`src/rtl/des_pkg.sv`:
```
// Shared DES datapath types and helpers.
// Nibble expansion with wrap-around neighbour bits.
package des_pkg;

   localparam int DEF_NIB_W   = 4;
   localparam int DEF_NIB_CNT = 8;
   localparam int EXP_MAX     = 128;

   // Result sits in the low (nib_w+2)*nib_cnt bits, chunk 0 at the top.
   function automatic logic [EXP_MAX-1:0] expand_nibbles(
      input logic [EXP_MAX-1:0] din,
      input int                 nib_w,
      input int                 nib_cnt
   );
      logic [EXP_MAX-1:0] res;
      int in_w;
      int out_w;
      int hi;
      int lo;
      int top;
      res   = '0;
      in_w  = nib_w * nib_cnt;
      out_w = (nib_w + 2) * nib_cnt;
      for (int k = 0; k < nib_cnt; k++) begin
         hi  = in_w - 1 - k * nib_w;
         lo  = hi - nib_w + 1;
         top = out_w - 1 - k * (nib_w + 2);
         res[top] = din[(hi + 1) % in_w];
         for (int j = 0; j < nib_w; j++)
            res[top-1-j] = din[hi-j];
         res[top-nib_w-1] = din[(lo - 1 + in_w) % in_w];
      end
      return res;
   endfunction

endpackage

```
`src/rtl/expansion_stream_if.sv`:
```
// Valid/ready bundle for the expansion stage.
// slave = the stage itself, master = source and consumer side.
interface expansion_stream_if #(
   parameter int IN_W  = 32,
   parameter int OUT_W = 48,
   parameter int CNT_W = 2
);

   logic             in_valid;
   logic             in_ready;
   logic [IN_W-1:0]  in_data;
   logic [OUT_W-1:0] in_key;
   logic             in_xor_en;
   logic             out_valid;
   logic             out_ready;
   logic [OUT_W-1:0] out_data;
   logic [CNT_W-1:0] count;

   modport slave (
      input  in_valid, in_data, in_key, in_xor_en, out_ready,
      output in_ready, out_valid, out_data, count
   );

   modport master (
      output in_valid, in_data, in_key, in_xor_en, out_ready,
      input  in_ready, out_valid, out_data, count
   );

endinterface

```
`src/rtl/sync_fifo.sv`:
```
// Small synchronous FIFO with flush; occupancy decides full/empty.
// Read is combinational from the registered array.
module sync_fifo #(
   parameter int WIDTH = 48,
   parameter int DEPTH = 2,
   localparam int PTR_W = $clog2(DEPTH),
   localparam int CNT_W = $clog2(DEPTH) + 1
) (
   input  logic             clk,
   input  logic             n_rst,
   input  logic             flush,
   input  logic             push_valid,
   output logic             push_ready,
   input  logic [WIDTH-1:0] push_data,
   output logic             pop_valid,
   input  logic             pop_ready,
   output logic [WIDTH-1:0] pop_data,
   output logic [CNT_W-1:0] count
);

   logic [WIDTH-1:0] mem [DEPTH];
   logic [PTR_W-1:0] rd_ptr;
   logic [PTR_W-1:0] wr_ptr;
   logic             push;
   logic             pop;

   assign push_ready = (count != CNT_W'(DEPTH)) && !flush;
   assign pop_valid  = (count != '0);
   assign pop_data   = mem[rd_ptr];
   assign push       = push_valid && push_ready;
   assign pop        = pop_valid && pop_ready && !flush;

   always_ff @(posedge clk or negedge n_rst) begin
      if (!n_rst) begin
         rd_ptr <= '0;
         wr_ptr <= '0;
         count  <= '0;
         for (int i = 0; i < DEPTH; i++)
            mem[i] <= '0;
      end else if (flush) begin
         rd_ptr <= '0;
         wr_ptr <= '0;
         count  <= '0;
      end else begin
         if (push) begin
            mem[wr_ptr] <= push_data;
            wr_ptr      <= wr_ptr + PTR_W'(1);
         end
         if (pop)
            rd_ptr <= rd_ptr + PTR_W'(1);
         count <= count + CNT_W'(push) - CNT_W'(pop);
      end
   end

endmodule

```
`src/rtl/expansion_stream.sv`:
```
// Streaming E-expansion with optional subkey XOR,
// buffered ahead of the S-box stage.
module expansion_stream
   import des_pkg::*;
#(
   parameter int NIB_W   = DEF_NIB_W,
   parameter int NIB_CNT = DEF_NIB_CNT,
   parameter int DEPTH   = 2,
   localparam int IN_W  = NIB_W * NIB_CNT,
   localparam int OUT_W = (NIB_W + 2) * NIB_CNT,
   localparam int CNT_W = $clog2(DEPTH) + 1
) (
   input logic                clk,
   input logic                n_rst,
   input logic                flush,
   expansion_stream_if.slave  bus
);

   logic [OUT_W-1:0] expanded;
   logic [OUT_W-1:0] key_mask;
   logic [OUT_W-1:0] word;

   assign expanded = OUT_W'(expand_nibbles(EXP_MAX'(bus.in_data),
                                           NIB_W, NIB_CNT));
   assign key_mask = bus.in_xor_en ? bus.in_key : '0;
   assign word     = expanded ^ key_mask;

   sync_fifo #(
      .WIDTH (OUT_W),
      .DEPTH (DEPTH)
   ) u_fifo (
      .clk        (clk),
      .n_rst      (n_rst),
      .flush      (flush),
      .push_valid (bus.in_valid),
      .push_ready (bus.in_ready),
      .push_data  (word),
      .pop_valid  (bus.out_valid),
      .pop_ready  (bus.out_ready),
      .pop_data   (bus.out_data),
      .count      (bus.count)
   );

endmodule

```
`src/flat_wrapper.sv`:
```
// flat-port wrapper written by rule: the top's interface ports become plain ports
module expansion_stream_flat import des_pkg::*;
#(
   parameter int NIB_W   = DEF_NIB_W,
   parameter int NIB_CNT = DEF_NIB_CNT,
   parameter int DEPTH   = 2,
   localparam int IN_W  = NIB_W * NIB_CNT,
   localparam int OUT_W = (NIB_W + 2) * NIB_CNT,
   localparam int CNT_W = $clog2(DEPTH) + 1
)
  (clk, n_rst, flush, bus_in_valid, bus_in_data, bus_in_key, bus_in_xor_en, bus_out_ready, bus_in_ready, bus_out_valid, bus_out_data, bus_count);
  expansion_stream_if #(.IN_W(32), .OUT_W(48), .CNT_W(2)) bus_i ();
  input logic clk;
  input logic n_rst;
  input logic flush;
  input wire logic [$bits(bus_i.in_valid)-1:0] bus_in_valid;
  input wire logic [$bits(bus_i.in_data)-1:0] bus_in_data;
  input wire logic [$bits(bus_i.in_key)-1:0] bus_in_key;
  input wire logic [$bits(bus_i.in_xor_en)-1:0] bus_in_xor_en;
  input wire logic [$bits(bus_i.out_ready)-1:0] bus_out_ready;
  output wire logic [$bits(bus_i.in_ready)-1:0] bus_in_ready;
  output wire logic [$bits(bus_i.out_valid)-1:0] bus_out_valid;
  output wire logic [$bits(bus_i.out_data)-1:0] bus_out_data;
  output wire logic [$bits(bus_i.count)-1:0] bus_count;
  assign bus_i.in_valid = bus_in_valid;
  assign bus_i.in_data = bus_in_data;
  assign bus_i.in_key = bus_in_key;
  assign bus_i.in_xor_en = bus_in_xor_en;
  assign bus_i.out_ready = bus_out_ready;
  assign bus_in_ready = bus_i.in_ready;
  assign bus_out_valid = bus_i.out_valid;
  assign bus_out_data = bus_i.out_data;
  assign bus_count = bus_i.count;
  expansion_stream #(.NIB_W(NIB_W), .NIB_CNT(NIB_CNT), .DEPTH(DEPTH)) u_core (.clk(clk), .n_rst(n_rst), .flush(flush), .bus(bus_i));
endmodule
```
`config.mk`:
```
export PLATFORM = sky130hd
export DESIGN_NAME = expansion_stream_flat
export DESIGN_NICKNAME = d
export VERILOG_FILES = /design/src/rtl/des_pkg.sv /design/src/rtl/expansion_stream_if.sv /design/src/rtl/sync_fifo.sv /design/src/rtl/expansion_stream.sv /design/src/flat_wrapper.sv
export SDC_FILE = /design/constraint.sdc
export NUM_CORES = 1
export LEC_CHECK = 0
export ABC_AREA = 1
export CAP_MARGIN = 0
export CORE_UTILIZATION = 54
export CTS_BUF_LIST = sky130_fd_sc_hd__clkbuf_8
export CTS_CLUSTER_SIZE = 14
export DETAILED_ROUTE_END_ITERATION = 16
export MAX_ROUTING_LAYER = met4
export PLACE_DENSITY = 0.88
export RECOVER_POWER = 50
export SETUP_SLACK_MARGIN = 0.3
export SYNTH_ARGS = -nofsm -noshare
export SYNTH_HDL_FRONTEND = slang
export SYNTH_SLANG_ARGS = --single-unit
```
`constraint.sdc`:
```
create_clock -name clk -period 3.5 [get_ports clk]
set_clock_uncertainty 0.1 [all_clocks]
set_input_delay 0.7 -clock clk [delete_from_list [all_inputs] [get_ports clk]]
set_output_delay 0.7 -clock clk [all_outputs]
set_load 0.02 [all_outputs]
```
# After elaboration in Yosys (flattened, before gate mapping)
# Cells that the tools add are included.
[word_totals]
register_bits = 100
inputBits = 86
elab_cells = 39
[classes]
n_addsub = 4
magnitude_cmp = 3
eq_ne = 1
muxes = 12
bitwise = 4
reduce_logical = 10
[op_table]
columns = ["cell", "count"]
rows = [
  ["two-way mux 48 bit", 5],
  ["bitwise mux 96 bit", 1],
  ["demux 48 bit (select 1 bit)", 1],
  ["bitwise XOR 48 bit", 1],
  ["nonzero test 2 bit", 3],
  ["logical AND 1 bit", 5],
  [">= comparator 2 bit (second input constant)", 2],
  ["two-way mux 1 bit", 4],
  ["inverter 1 -> 2 bit", 2],
  ["adder 1 bit (second input constant)", 2],
  ["adder 2 x 1 -> 2 bit", 1],
  ["less-than comparator 2 x 1 -> 1 bit (second input constant)", 1],
  ["two-way mux 2 bit", 1],
  ["inequality test 2 bit (second input constant)", 1],
  ["AND reduction 2 bit", 1],
  ["subtractor 2 x 1 -> 2 bit", 1],
  ["logical NOT 1 bit", 1],
  ["inverter 1 bit", 1],
]

# Longest topological paths before layout
[depth]
word_depth = 6
depth_mapped = 10

# Cells and area by module
# Synthesis repeated with hierarchy kept, for this count alone.
[unflattened]
hier_cells = 849
hier_area_um2 = 5778.0
[modules_own_cells]
columns = ["mod", "n_inst", "cells_each", "area_each_um2", "seq_area_each_um2"]
rows = [
  ["sync_fifo", 1, 614, 4788.3, 2502.4],
  ["expansion_stream", 1, 235, 989.7, 0.0],
]

# Worst setup path after synthesis
# OpenSTA, ideal clock, no wires.
[synth_timing]
path_kind = "reg-to-output"
startpoint = "register u_core.u_fifo.rd_ptr"
endpoint = "output bus_out_data[37]"
arrival_time_ps = 1118
t_required_ps = 2700
setup_slack_ps = 1582
stages_incl_launch_ff = 7
n_path_buf = 3
path_cell_list = "dfrtp_1 -> clkbuf_1 -> inv_1 -> buf_2 -> buf_2 -> nand2_1 -> nand2_1"
[synth_via]
elab_chain_cells = 4
[synth_rtl]
columns = ["element", "line_no", "text"]
rows = [
  ["start: declaration", "sync_fifo.sv:22", "logic [PTR_W-1:0] rd_ptr;"],
  ["start signal: assignment", "sync_fifo.sv:50", "rd_ptr <= rd_ptr + PTR_W'(1);"],
  ["inverter 1 -> 2 bit (implied by the code)", "sync_fifo.sv:29", "assign pop_data = mem[rd_ptr];"],
  ["two-way mux 48 bit (implied by the code) (3 in series)", "sync_fifo.sv:29", ""],
  ["end: declaration", "flat_wrapper.sv:23", "output wire logic [$bits(bus_i.out_data)-1:0] bus_out_data;"],
]
# No other way between the ends. The select of a mux whose other input is x is not followed.

# Worst setup path in the final report
[layout_timing]
startpoint = "input flush"
endpoint = "register u_core.u_fifo.mem[74] in the netlist's numbering"
[layout_via]
elab_chain_cells = 4
elab_cells_between_ends = 5
[layout_rtl]
columns = ["element", "line_no", "text"]
rows = [
  ["start: declaration", "flat_wrapper.sv:15", "input logic flush;"],
  ["logical NOT 1 bit", "sync_fifo.sv:27", "assign push_ready = (count != CNT_W'(DEPTH)) && !flush;"],
  ["logical AND 1 bit", "sync_fifo.sv:27", ""],
  ["logical AND 1 bit", "sync_fifo.sv:30", "assign push = push_valid && push_ready;"],
  ["AND reduction 2 bit (no line) (*)", "n/a", ""],
  ["end signal: indexed assignment", "sync_fifo.sv:46", "mem[wr_ptr] <= push_data;"],
  ["end: declaration", "sync_fifo.sv:21", "logic [WIDTH-1:0] mem [DEPTH];"],
]
# Mark *: on every way between the ends. The rest lies on a longest branch, timed or not.
# A chain may end at the register's enable or synchronous reset.

==> impl_metrics.yaml <==
run_status:
  status: "completed"
global_routing:
  antenna_found_initial: 0
  use_met2: 0.495
  grt_pass1_wl_um: 22400
  grt.busiest_layer: "met2"
  track_usage: 0.294
  grt_util_met3: 0.0341
  grt_max_degree: 60
  overflow: 0
  first_global_vias: 4941
  grtUsageMet1: 0.368
floorplan:
  ios: 138
  core-area_um2: 9280
  dieArea_um2: 10000
  dieHeight_um: 100
  die_width_um: 100
  num_rows: 35
  start_util: 0.561
critical_path:
  r2r-end: "u_core.u_fifo.mem[74]"
  crit_type: "in2reg"
  cp-endpoint: "u_core.u_fifo.mem[74]"
  startpoint_type: "input pin"
  r2r_cells: 5
  critPathCaptureType: "register"
  r2r_start: "u_core.u_fifo.wr_ptr"
  critPathLaunch: "flush"
  r2r_slack_ns: 1.11
  cp_max_fo: 34
  arrival_ns: 3.11
  cp.required_ns: 3.65
detailed_routing:
  avgRoutedWirePerCell_um: 14.0
  vias: 4895
  drt_wl_total_um: 13500
  drc: 0
  first_iter_violations: 313
  ant_nets: 0
  viasPerCell: 5.07
  dr.pass1.iters: 5
logic_synthesis:
  synth.area.top_cells: "dfrtp_1, nand2_1, xor2_1, xnor2_1, buf_6"
  synth-compound-area-share: 0.00385
  synth_edf_count: 0
  syn-cell-area_um2: 5200
  synth.top_cells.by_count: "nand2_1, dfrtp_1, xor2_1, inv_1"
  synthFlopType: "dfrtp_1"
  async_reset_ff_frac: 1.00
  yosysWarnings: 0
  ys_seq_area_frac: 0.481
  synthCells: 711
  synthAdderAreaFrac: 0.00481
  synthSimpleGateAreaFrac: 0.370
  synth_top_area_frac: 0.481
  ys_ff_latch: 100
  synth_cell_types: 20
  synth_top_family_by_area: "simple AND/OR/NAND/NOR gates"
  synth_top_area_cell: "dfrtp_1"
  synth_fp_nets: 799
  yosys.area_share.xor_xnor: 0.0808
  synth_mux_area_frac: 0
  synth.most_common_cell: "nand2_1"
  syn_avg_cell_area_um2: 7.32
cts:
  insertion_delay_ns: 0.35
  path_clk_slew_ns: 0.09
  cts_buffer_depth: 2
  hold_buffers: 0
  clock-sinks: 100
  cts_tree: "done"
  cts_resized: 0
  htree_levels: 3
  post_cts_buffers: 0
  cts_buffers: 9
  root_buffer: "clkbuf_8"
sta:
  fin_crit_ns: 2.96
  max_slew_margin: 0.0114
  drv_slew: 0
  hold_viol: 0
  fin_setup_tns_ns: 0
  setup-violations-final: 0
  rsz0062_at_grt: "no"
  timing.final.crit_share: 0.846
  worst_pin_slew_ns: 1.48
  fin_ws_ns: 0.540
  fmax_mhz: 338
cells_and_area:
  drive_gt1_frac: 0.0358
  diodes: 0
  nNetsFinal: 921
  syn_to_final_growth_pct: 30.1
pwr:
  power.density_nw_per_um2: 620
  power.total_mw: 4.20
  p_leak_nw: 3.58
  ir_worst_vdd_v: 0.000277
placed_design:
  gp_congestion: 0.836
  portBuffers: 137
  place_ws_ns: 0.734
  hpwl_um: 9100
job:
  drv_cap: 0
worst_hold_path:
  hp-class: "reg2reg"
  min_from: "u_core.u_fifo.mem[58]"
==> where the power goes <==
group / switching, mW / total, mW / internal [mW] / leakage (nW)
clock network: 0.385 / 0.779 / 0.394 / 0.106
logic: 0.913 / 1.64 / 0.731 / 2.22
registers: 0.227 / 1.77 / 1.55 / 1.25
==> flip-flops by register name, summed over array words and instances, names as in the netlist <==
signal and flops:
u_core.u_fifo.count 2, u_core.u_fifo.mem 96, u_core.u_fifo.rd_ptr 1, u_core.u_fifo.wr_ptr 1
==> layer usage <==
metal	routed length [um]	share of wire
met1	5550	0.41
met2	6810	0.50
met5	0	0
met3	938	0.070
met4	198	0.015
==> area by class of cell <==
| cell class | instances | area (um^2) |
|---|---|---|
| timing repair buffer | 147 | 1450 |
| clock buffer | 9 | 124 |
| tap | 129 | 161 |
| sequential | 100 | 2500 |
| multi-input combinational | 552 | 2360 |
| fill | 735 | 2510 |
| clock inverter | 6 | 81.3 |
| inverter | 23 | 86.3 |
==> placed cells by master (no fill, tap or decap) <==
cell type        Yosys  routed
inv_2                1       1
xor2_1              32      32
clkdlybuf4s50_1      0     134
nand2_1            485     485
o21ai_0              1       1
ha_1                 2       2
clkbuf_2             0       2
xnor2_1             16      16
dfrtp_1            100      99
clkbuf_8             0       9
or2_2                1       1
nor2_1               4       4
dfrtp_2              0       1
clkinvlp_4           0       1
clkinv_2             0       2
inv_1               22      23
buf_12               0       2
a21oi_1              3       3
nand4_1              0       2
buf_2               16       1
dlygate4sd3_1        0       1
nand3_1              2       3
bufinv_16            0       2
nor2_4               2       2
nand2_2              1       1
clkbuf_1             9       2
buf_4                3       5
==> critical path, stage by stage <==
cell and delay, ns:
dlygate4sd3_1 0.60, inv_1 0.17, nand4_1 0.62, clkbuf_2 0.70, nand2_1 0.21, nand2_1 0.08
==> metrics by stage <==
| step | area [um^2] | hold slack [ns] | cells | utilization |
|---|---|---|---|---|
| floorplan | 5200 | 0.304 | 711 | - |
| global placement | 6620 | 0.361 | 951 | 0.713 |
| detailed placement | 6620 | 0.365 | 951 | 0.713 |
| CTS | 6820 | 0.316 | 966 | 0.735 |
| global route | 6770 | 0.405 | 966 | 0.729 |
| finish | 6770 | 0.389 | 966 | 0.729 |
==> worst min-delay path by stage <==
stage                                         to  cells past startpoint  slack [ns]
final                      u_core.u_fifo.mem[58]                      2        0.39
after global placement     u_core.u_fifo.mem[46]                      2        0.36
after global routing       u_core.u_fifo.mem[60]                      2        0.41
after detailed placement   u_core.u_fifo.mem[51]                      2        0.37
after CTS                  u_core.u_fifo.mem[87]                      1        0.32
after floorplan           u_core.u_fifo.count[0]                      0        0.30
==> logic make-up (layout without fill, tap and decap cells) <==
| family | count (synthesis) | after routing |
|---|---|---|
| AND/OR/NAND/NOR | 498 | 498 |
| flip-flops | 100 | 100 |
| buffers and inverters | 59 | 185 |
| XOR/XNOR | 48 | 48 |
| AO/OA/AOI/OAI | 4 | 4 |
| adder cells (fa/ha/maj) | 2 | 2 |
(Power assumes the default switching activity.)
